===== src/rtl/switch_rx_pkg.sv =====
// Shared types and packet-layout constants for the per-port switch receiver.
package switch_rx_pkg;

    typedef enum logic [1:0] {
        ST_IDLE,
        ST_RECV,
        ST_CHECK,
        ST_SEND
    } rx_state_t;

    localparam int HDR_BYTES = 3;
    localparam int MIN_PKT   = 4;
    localparam int OFF_DA    = 0;
    localparam int OFF_SA    = 1;
    localparam int OFF_LEN   = 2;

endpackage


===== src/rtl/rx_pkt_buffer.sv =====
// Single-clock simple dual-port packet store: one write port, one registered read port.
module rx_pkt_buffer #(
    parameter int DEPTH = 68,
    parameter int AW    = 7
) (
    input  logic          clk,
    input  logic          reset,
    input  logic          wr_en,
    input  logic [AW-1:0] wr_addr,
    input  logic [7:0]    wr_data,
    input  logic          rd_en,
    input  logic [AW-1:0] rd_addr,
    output logic [7:0]    rd_data
);

    logic [7:0] mem [DEPTH];

    always_ff @(posedge clk) begin
        if (wr_en) begin
            mem[wr_addr] <= wr_data;
        end
    end

    // The read register doubles as the output byte, so it must reset to zero.
    always_ff @(posedge clk or negedge reset) begin
        if (!reset) begin
            rd_data <= 8'h00;
        end else if (rd_en) begin
            rd_data <= mem[rd_addr];
        end
    end

endmodule


===== src/rtl/switch_port_rx.sv =====
// Per-port receiver: drains one packet from a switch port, validates length/FCS, forwards good packets.
module switch_port_rx
    import switch_rx_pkg::*;
#(
    parameter int MAX_LEN = 64,
    parameter int CNT_W   = 16
) (
    input  logic             clk,
    input  logic             reset,
    input  logic             ready_in,
    output logic             read_out,
    input  logic [7:0]       port_data,
    output logic [7:0]       m_data,
    output logic             m_valid,
    input  logic             m_ready,
    output logic             m_sop,
    output logic             m_eop,
    output logic [CNT_W-1:0] good_cnt,
    output logic [CNT_W-1:0] len_err_cnt,
    output logic [CNT_W-1:0] fcs_err_cnt
);

    localparam int DEPTH = MAX_LEN + 4;
    localparam int AW    = (DEPTH > 1) ? $clog2(DEPTH) : 1;

    rx_state_t       state;
    logic            rd_d;
    logic [8:0]      count;
    logic [8:0]      send_idx;
    logic            overflow;
    logic [7:0]      len_byte;
    logic [7:0]      xor_acc;
    logic            capture;
    logic            wr_en;
    logic [AW-1:0]   wr_addr;
    logic            rd_en;
    logic [AW-1:0]   rd_addr;
    logic            len_err;
    logic            fcs_err;
    logic            last_byte;

    // A byte is on port_data exactly when read_out was high the cycle before.
    always_comb begin
        capture   = (state == ST_RECV) && rd_d;
        wr_en     = capture && (count < 9'(DEPTH));
        wr_addr   = count[AW-1:0];
        len_err   = overflow
                 || ({1'b0, len_byte} > 9'(MAX_LEN))
                 || (count != ({1'b0, len_byte} + 9'(HDR_BYTES + 1)))
                 || (count < 9'(MIN_PKT));
        fcs_err   = (xor_acc != 8'h00);
        last_byte = (send_idx == (count - 9'd1));
        rd_en     = 1'b0;
        rd_addr   = send_idx[AW-1:0];
        if (state == ST_CHECK && !len_err && !fcs_err) begin
            rd_en   = 1'b1;
            rd_addr = AW'(OFF_DA);
        end else if (state == ST_SEND && m_valid && m_ready && !last_byte) begin
            rd_en   = 1'b1;
            rd_addr = AW'(send_idx + 9'd1);
        end
    end

    rx_pkt_buffer #(
        .DEPTH (DEPTH),
        .AW    (AW)
    ) u_buf (
        .clk     (clk),
        .reset   (reset),
        .wr_en   (wr_en),
        .wr_addr (wr_addr),
        .wr_data (port_data),
        .rd_en   (rd_en),
        .rd_addr (rd_addr),
        .rd_data (m_data)
    );

    always_ff @(posedge clk or negedge reset) begin
        if (!reset) begin
            state       <= ST_IDLE;
            read_out    <= 1'b0;
            rd_d        <= 1'b0;
            count       <= '0;
            send_idx    <= '0;
            overflow    <= 1'b0;
            len_byte    <= 8'h00;
            xor_acc     <= 8'h00;
            m_valid     <= 1'b0;
            m_sop       <= 1'b0;
            m_eop       <= 1'b0;
            good_cnt    <= '0;
            len_err_cnt <= '0;
            fcs_err_cnt <= '0;
        end else begin
            case (state)
                ST_IDLE: begin
                    read_out <= 1'b0;
                    m_valid  <= 1'b0;
                    if (ready_in) begin
                        state    <= ST_RECV;
                        read_out <= 1'b1;
                        rd_d     <= 1'b0;
                        count    <= '0;
                        overflow <= 1'b0;
                        len_byte <= 8'h00;
                        xor_acc  <= 8'h00;
                    end
                end
                ST_RECV: begin
                    // Once read drops it stays low, so a one-cycle ready glitch truncates the packet.
                    read_out <= ready_in && read_out;
                    rd_d     <= read_out;
                    if (capture) begin
                        xor_acc <= xor_acc ^ port_data;
                        if (count < 9'(DEPTH)) begin
                            count <= count + 9'd1;
                        end else begin
                            overflow <= 1'b1;
                        end
                        if (count == 9'(OFF_LEN)) begin
                            len_byte <= port_data;
                        end
                    end
                    if (!rd_d && !read_out) begin
                        state <= ST_CHECK;
                    end
                end
                ST_CHECK: begin
                    if (len_err) begin
                        if (len_err_cnt != '1) len_err_cnt <= len_err_cnt + 1'b1;
                        state <= ST_IDLE;
                    end else if (fcs_err) begin
                        if (fcs_err_cnt != '1) fcs_err_cnt <= fcs_err_cnt + 1'b1;
                        state <= ST_IDLE;
                    end else begin
                        state    <= ST_SEND;
                        send_idx <= '0;
                        m_valid  <= 1'b1;
                        m_sop    <= 1'b1;
                        m_eop    <= (count == 9'd1);
                    end
                end
                ST_SEND: begin
                    read_out <= 1'b0;
                    if (m_valid && m_ready) begin
                        m_sop <= 1'b0;
                        if (last_byte) begin
                            m_valid <= 1'b0;
                            m_eop   <= 1'b0;
                            if (good_cnt != '1) good_cnt <= good_cnt + 1'b1;
                            state   <= ST_IDLE;
                        end else begin
                            send_idx <= send_idx + 9'd1;
                            m_eop    <= ((send_idx + 9'd2) == count);
                        end
                    end
                end
                default: state <= ST_IDLE;
            endcase
        end
    end

endmodule


===== config.mk =====
export PLATFORM = sky130hd
export DESIGN_NAME = switch_port_rx
export DESIGN_NICKNAME = d
export VERILOG_FILES = /design/src/rtl/switch_rx_pkg.sv /design/src/rtl/rx_pkt_buffer.sv /design/src/rtl/switch_port_rx.sv
export SDC_FILE = /design/constraint.sdc
export NUM_CORES = 1
export LEC_CHECK = 0
export CORE_AREA = 10 10 231 233
export DETAILED_ROUTE_END_ITERATION = 6
export DIE_AREA = 0 0 241 243
export GPL_ROUTABILITY_DRIVEN = 0
export MAX_ROUTING_LAYER = met4
export PLACE_DENSITY = 0.79
export REMOVE_ABC_BUFFERS = 1
export SYNTH_ARGS = -nofsm -noshare
export SYNTH_HDL_FRONTEND = slang
export SYNTH_HIERARCHICAL = 1
export SYNTH_SLANG_ARGS = --single-unit

===== constraint.sdc =====
create_clock -name clk -period 4.25 [get_ports clk]
set_input_delay 0.425 -clock clk [delete_from_list [all_inputs] [get_ports clk]]
set_output_delay 0.425 -clock clk [all_outputs]
set_load 0.005 [all_outputs]

==> metrics.cfg, run 1 <==
[yosys]
synthTopCellsByArea = edfxtp_1, mux4_2, dfrtp_1, xnor2_1, nor2_1
yosys.area.top_type = edfxtp_1
synth_top_area_frac = 0.6162
ys_warn_count = 6
synth_cell_types = 69
async_reset_ff_frac = 0.1526
synth_ff_type = edfxtp_1
synth.avg_cell_area_um2 = 17.17
syn_area_um2 = 26510
synthTopCellsByCount = edfxtp_1, mux4_2, nor2_1, dfrtp_1, nand2_1
synth_edf_count = 544
ys_seq_elements = 642
synth_cells = 1544
ys_seq_area_frac = 0.7087
yosysMostFrequentCell = edfxtp_1

[routing]
via_count = 15710
vias_per_cell = 6.409
routedWlPerCell_um = 26.79
routed_wl_um = 65660
first_pass_iters = 5
drc = 0
drt_iter0_drc = 1825
antenna_left = 0

[critical_path]
worstPathArrival_ps = 4640
crit_path_start_kind = register
critPathRequiredTime_ps = 4740
cp-end-kind = register
crit_fanout = 15
worst-setup-path-type = reg -> reg

[clock_network]
cts_max_path_buffers = 3
path_clk_slew_ps = 60
cts.sinks = 642
clk-insertion-delay-late_ps = 610
cts_max_level = 3
cts_tree = built
cts_root_buf = clkbuf_16
cts_buffers = 67
cts_hold_buf = 0

[sta]
slew_viol_final = 0
hold_viol = 30
tightest_slew_ps = 1280
setup-tns-final_ps = 0
fin_crit_ps = 4150
fmax_mhz = 241.0
finalSetupViolCount = 0
finalCritPeriodShare = 0.9764
slew-limit-headroom = 0.1434
setup_slack_ps = 100.3
skew_ps = 31.48
whs_ps = -21.79

[layout]
final_cells = 2451
area.growth.synth_to_final_pct = 17.99
nets = 1798
antenna_cells = 0
drive_above_1_share = 0.2493

[global_routing]
grt_pass1_vias = 15620
grt_util_all_layers = 0.2317
overflow = 0
grt_max_degree = 70
antenna_found_initial = 0
met3_usage = 0.04385
busiest_layer = met2
grt_pass1_wl_um = 99110
use_met1 = 0.3066
gr-usage-met2 = 0.3541

[floorplan]
io_pins = 72
core_area_um2 = 48650
start_util = 0.5449
die_area_um2 = 58560
die_h_um = 243
num_rows = 81
die_x_um = 241

[placement]
dpl.hpwl_um = 41340
dp.cells = 2291
place.port_buffers = 71
dp_worst_setup_slack_ps = -96.04

[power_and_ir_drop]
p_total_uw = 19000
p_per_area_nw_per_um2 = 607.6
power_leakage_uw = 0.01066
vdd_drop_max_mv = 0.3862

[outcome]
status = finished with violations
violations = negative hold slack

[job]
cap_viol_max_count = 0

[hold_path]
hold_class = in -> async

-- per-layer routing --
layer,vias to the layer above,share of wire
met3,165,0.10
met2,962,0.48
met4,0,0.035
met1,8030,0.38
met5,-,0
li1,6551,-
-- final timing paths --
path,from,end,slack [ps],cells past startpoint
worst max-delay path,count[1],u_buf/rd_data[6],100,15
worst max register to register,count[1],u_buf/rd_data[6],100,15
worst min-delay path,reset,good_cnt[3],-20,1
min in group clk,port_data[2],u_buf/mem[19][2],320,1
worst min register to register,good_cnt[5],good_cnt[5],510,1
max in group asynchronous,reset,len_err_cnt[11],3290,2
-- logic make-up (layout without fill, tap and decap cells) --
| family | after synthesis | count (layout) | share of synthesized area |
|---|---|---|---|
| xor+xnor | 86 | 86 | 0.02841 |
| flops | 642 | 642 | 0.7087 |
| fa+ha+maj | 10 | 10 | 0.004720 |
| compound gates | 146 | 146 | 0.03894 |
| buf+inv | 91 | 376 | 0.01902 |
| simple gates | 407 | 407 | 0.07453 |
| mux | 162 | 162 | 0.1256 |
-- stage by stage --
stage	utilization	instance area, µm²
2_1_floorplan	-	26060
3_3_place_gp	0.5901	28710
3_5_place_dp	0.5901	28710
4_1_cts	0.6356	30920
5_1_grt	0.6430	31280
6_report	0.6430	31280
-- registers in the layout (all words and copies together) (netlist names), 2 cells and up --
signal / count
u_buf/mem: 544
fcs_err_cnt: 16
good_cnt: 16
len_err_cnt: 16
count: 9
send_idx: 9
len_byte: 8
u_buf/rd_data: 8
xor_acc: 8
state: 2
-- placed cells by master, fill, tap and decap left out, types with 6 or more instances in the layout --
cell type        netlist  layout
edfxtp_1             544     544
buf_4                  7     149
mux4_2               136     136
nor2_1               122     117
dfrtp_1               98      98
nand2_1               96      96
clkbuf_16              0      69
clkdlybuf4s50_1        0      62
xnor2_1               56      56
nand3_1               46      46
nand4_1               30      30
xor2_1                30      29
a22oi_1               30      27
o21ai_0               26      26
nor2b_1               20      19
mux2i_1               20      19
a21oi_1               17      17
and3_1                16      16
nor3_1                16      16
inv_1                 15      15
clkinv_1               0      15
buf_12                 1      15
clkinv_2               0      14
o22ai_1               13      13
nand2b_1              11      11
and2_1                11      10
ha_1                  10      10
a31oi_1                9       9
buf_2                 21       8
nand3b_1               7       7
nor4_1                 8       6
or2_2                  6       6
o31ai_1                6       6
mux2_2                 6       6
-- power breakdown --
group | switching (µW) | internal, µW
combinational | 2980 | 3050
clock | 2480 | 3250
sequential | 233 | 7010
-- repair_timing --
action                                  in CTS  in global routing
gates resized for setup                      3                 14
endpoints found under the setup margin       3                  8
pin swaps                                    0                  3
gates cloned                                 0                  2
hold endpoints to repair                     0                  0
setup buffers                                5                 31
-- final cells by class --
type	instances	area, µm²
repair buffers	239	2183
fillers	3237	17370
inverters	15	56.30
clock buffers	75	1747
multi-input cells	811	7306
flip-flops and latches	642	18790
clock inverters	47	420.4
well taps	622	778.2
-- critical path: stages, from the launching register on --
cell and delay [ps]:
dfrtp_1 410, or3_4 400, or4_1 430, a221oi_2 280, o2111ai_2 170, and2_4 210, xnor2_1 160, nor2_4 200
buf_4 150, buf_12 160, buf_4 160, mux4_2 520, mux2i_1 350, o221ai_1 170, nor3_1 160, a31oi_1 90
(Power assumes the default switching activity.)
==> run 2: changes to the inputs <==
Settings changed: SLEW_MARGIN set to 10.
==> results of run 2 <==
No change in the layout: final DEF, timing and power equal those of run 1.
==> run 3: changes to the inputs <==
Settings changed: ABC_AREA set to 1, CAP_MARGIN set to 20, CORE_AREA 10 10 231 233 to 10 10 238 240, DIE_AREA 0 0 241 243 to 0 0 248 250.
==> metrics.cfg, run 3 <==
[critical_path]
r2r-end = u_buf/rd_data[0]
crit_top_cell = nand2_1
crit_chain = inv_1 -> nand2_1 -> nand3_1 -> nand2_1 -> nand2_1 -> nor2_2 -> nand3_4 -> nand2_4 -> nand2_2 -> buf_4 -> o21ai_4 -> buf_4 -> nand3_1 -> nand2_1 -> nand2_1 -> nand3_1 -> nand3_1 -> nand3_1 -> nand2_1 -> nand2_1
reg2reg_slack_ps = 260
cp-end-kind = register
r2r_cells = 20
worst-setup-path-type = reg -> reg
crit_fanout = 64
critPathRequiredTime_ps = 4790
max_stage_delay_ps = 720
critical_path_buf_inv_count = 3
crit_path_start_kind = register
cp_slowest_cell = dfrtp_1
regToRegStartpoint = count[3]
cp_top_family = simple AND/OR/NAND/NOR gates
worstPathArrival_ps = 4530

[sta]
tightest_slew_ps = 1102
setup-tns-final_ps = 0
whs_ps = 468.6
skew_ps = 16.43
slew-limit-headroom = 0.2655
finalCritPeriodShare = 0.9388
slew_viol_final = 0
rsz0062_at_grt = false
fin_crit_ps = 3990
finalSetupViolCount = 0
fmax_mhz = 250.6
hold_viol = 0

[routing]
drt_iter0_drc = 3212
drc = 0
vias_per_cell = 5.947
routed_wl_um = 74440
via_count = 21030
first_pass_iters = 6
routedWlPerCell_um = 21.05
antenna_left = 0

[placement]
place.port_buffers = 71
dpl_cell_area_um2 = 29640
dpl.hpwl_um = 45710

[layout]
drive_above_1_share = 0.06180
largest_register_ffs = 544
top_register = u_buf/mem
area.growth.synth_to_final_pct = 12.32
layout_commonest_cell = nand2_1
mostFrequentLayoutCells = nand2_1, edfxtp_1, nand3_1
nets = 2823
final_area_um2 = 31780
antenna_cells = 0
fin_util = 0.6109

[global_routing]
grt_util_all_layers = 0.2457
grt_pass1_vias = 20430
grt_max_degree = 122
overflow = 0
grt_pass1_wl_um = 116600
antenna_found_initial = 0

[clock_network]
cts_buffers = 66
cts_resized = 0
cts_max_path_buffers = 3
cts_root_buf = clkbuf_16
cts.sinks = 642
path_clk_slew_ps = 60
clk-insertion-delay-late_ps = 600
postCtsSetupBuffers = 0
cts_tree = built
cts_max_level = 3

[floorplan]
die_area_um2 = 62000
core_area_um2 = 52020
io_pins = 72
num_rows = 84
die_h_um = 250
start_util = 0.5439
die_x_um = 248

[power_and_ir_drop]
p_per_area_nw_per_um2 = 431.3
power_leakage_uw = 0.01220
vdd_drop_max_mv = 0.2865

[yosys]
synth_edf_count = 544
yosys.area.top_type = edfxtp_1
synth.avg_cell_area_um2 = 10.30
ys_seq_elements = 642
yosysMostFrequentCell = nand2_1
async_reset_ff_frac = 0.1526
synth_top_area_frac = 0.5773
synthTopCellsByCount = nand2_1, edfxtp_1, nand3_1, nor2_1, inv_1
synth_cell_types = 35
syn_area_um2 = 28290
synthTopCellsByArea = edfxtp_1, nand2_1, nand3_1, dfrtp_1, nor2_1
synth_cells = 2746
ys_warn_count = 6
ys_seq_area_frac = 0.6640
synth_ff_type = edfxtp_1

[hold_path]
worstHoldEndpoint = u_buf/mem[33][6]
whs_path_depth = 1
hold_class = in -> reg
hold_start = port_data[6]

[job]
cap_viol_max_count = 0

[outcome]
status = finished, final reports clean

==> run 3: cell families after synthesis <==
family / count (synthesis) / synth area share
buffers and inverters: 262 / 0.04320
AOI/OAI and AO/OA: 96 / 0.01800
and+or+nand+nor: 1679 / 0.2526
DFF: 642 / 0.6640
adders and majority gates: 11 / 0.004864
xor gates and xnor gates: 56 / 0.01733
==> run 3: what timing repair did <==
item | CTS | global route
hold endpoints to repair | 58 | 0
hold buffers | 1 | 0
setup endpoints to repair | 0 | 0
==> run 3: power by group <==
part	total (µW)	internal (µW)	switching, µW
clock network	5790	3430	2360
logic	905	262	643
registers	7010	6930	81.4
==> run 3: area by class of cell <==
| type | instances | area, µm² |
|---|---|---|
| clock buffer | 89 | 1822 |
| clock inverter | 27 | 314.1 |
| fill | 3969 | 20240 |
| inverter | 129 | 494.2 |
| multi-input combinational | 1842 | 8322 |
| sequential | 642 | 18790 |
| tap | 688 | 860.8 |
| timing repair buffer | 119 | 1181 |
==> run 3: per-stage QoR <==
step,std cells,setup WS [ps],total power [µW]
6_report,3536,259.9,13710
5_1_grt,3536,48.01,14130
4_1_cts,3536,388.7,13760
3_5_place_dp,3419,449.6,8027
3_3_place_gp,3419,518.8,7989
2_1_floorplan,2613,-14880,7641
==> run 3: worst reg2reg max path: cells and delay by family (launching register included) <==
kind            cells  cell delay [ps]
simple gates       16             1950
compound gates      1              170
flops               1              720
buf+inv             3             1110
==> run 3: worst max-delay path by stage <==
stage,to,cells past startpoint,slack (ps),start
3_5_place_dp,u_buf/rd_data[7],20,450,len_byte[2]
6_report,u_buf/rd_data[0],20,260,count[3]
2_1_floorplan,u_buf/rd_data[0],24,-14880,count[0]
3_3_place_gp,u_buf/rd_data[6],23,520,count[0]
4_1_cts,u_buf/rd_data[0],20,390,len_byte[2]
5_1_grt,u_buf/rd_data[7],21,50,len_byte[2]
==> run 3: metal layers <==
metal | wire length, µm | up-vias | part of all wire | GRT usage
li1 | - | 9451 | - | -
met1 | 28910 | 10120 | 0.39 | 0.3251
met2 | 35000 | 1264 | 0.47 | 0.3736
met3 | 7868 | 191 | 0.11 | 0.04860
met4 | 2653 | 0 | 0.036 | 0.08589
met5 | 0 | - | 0 | -
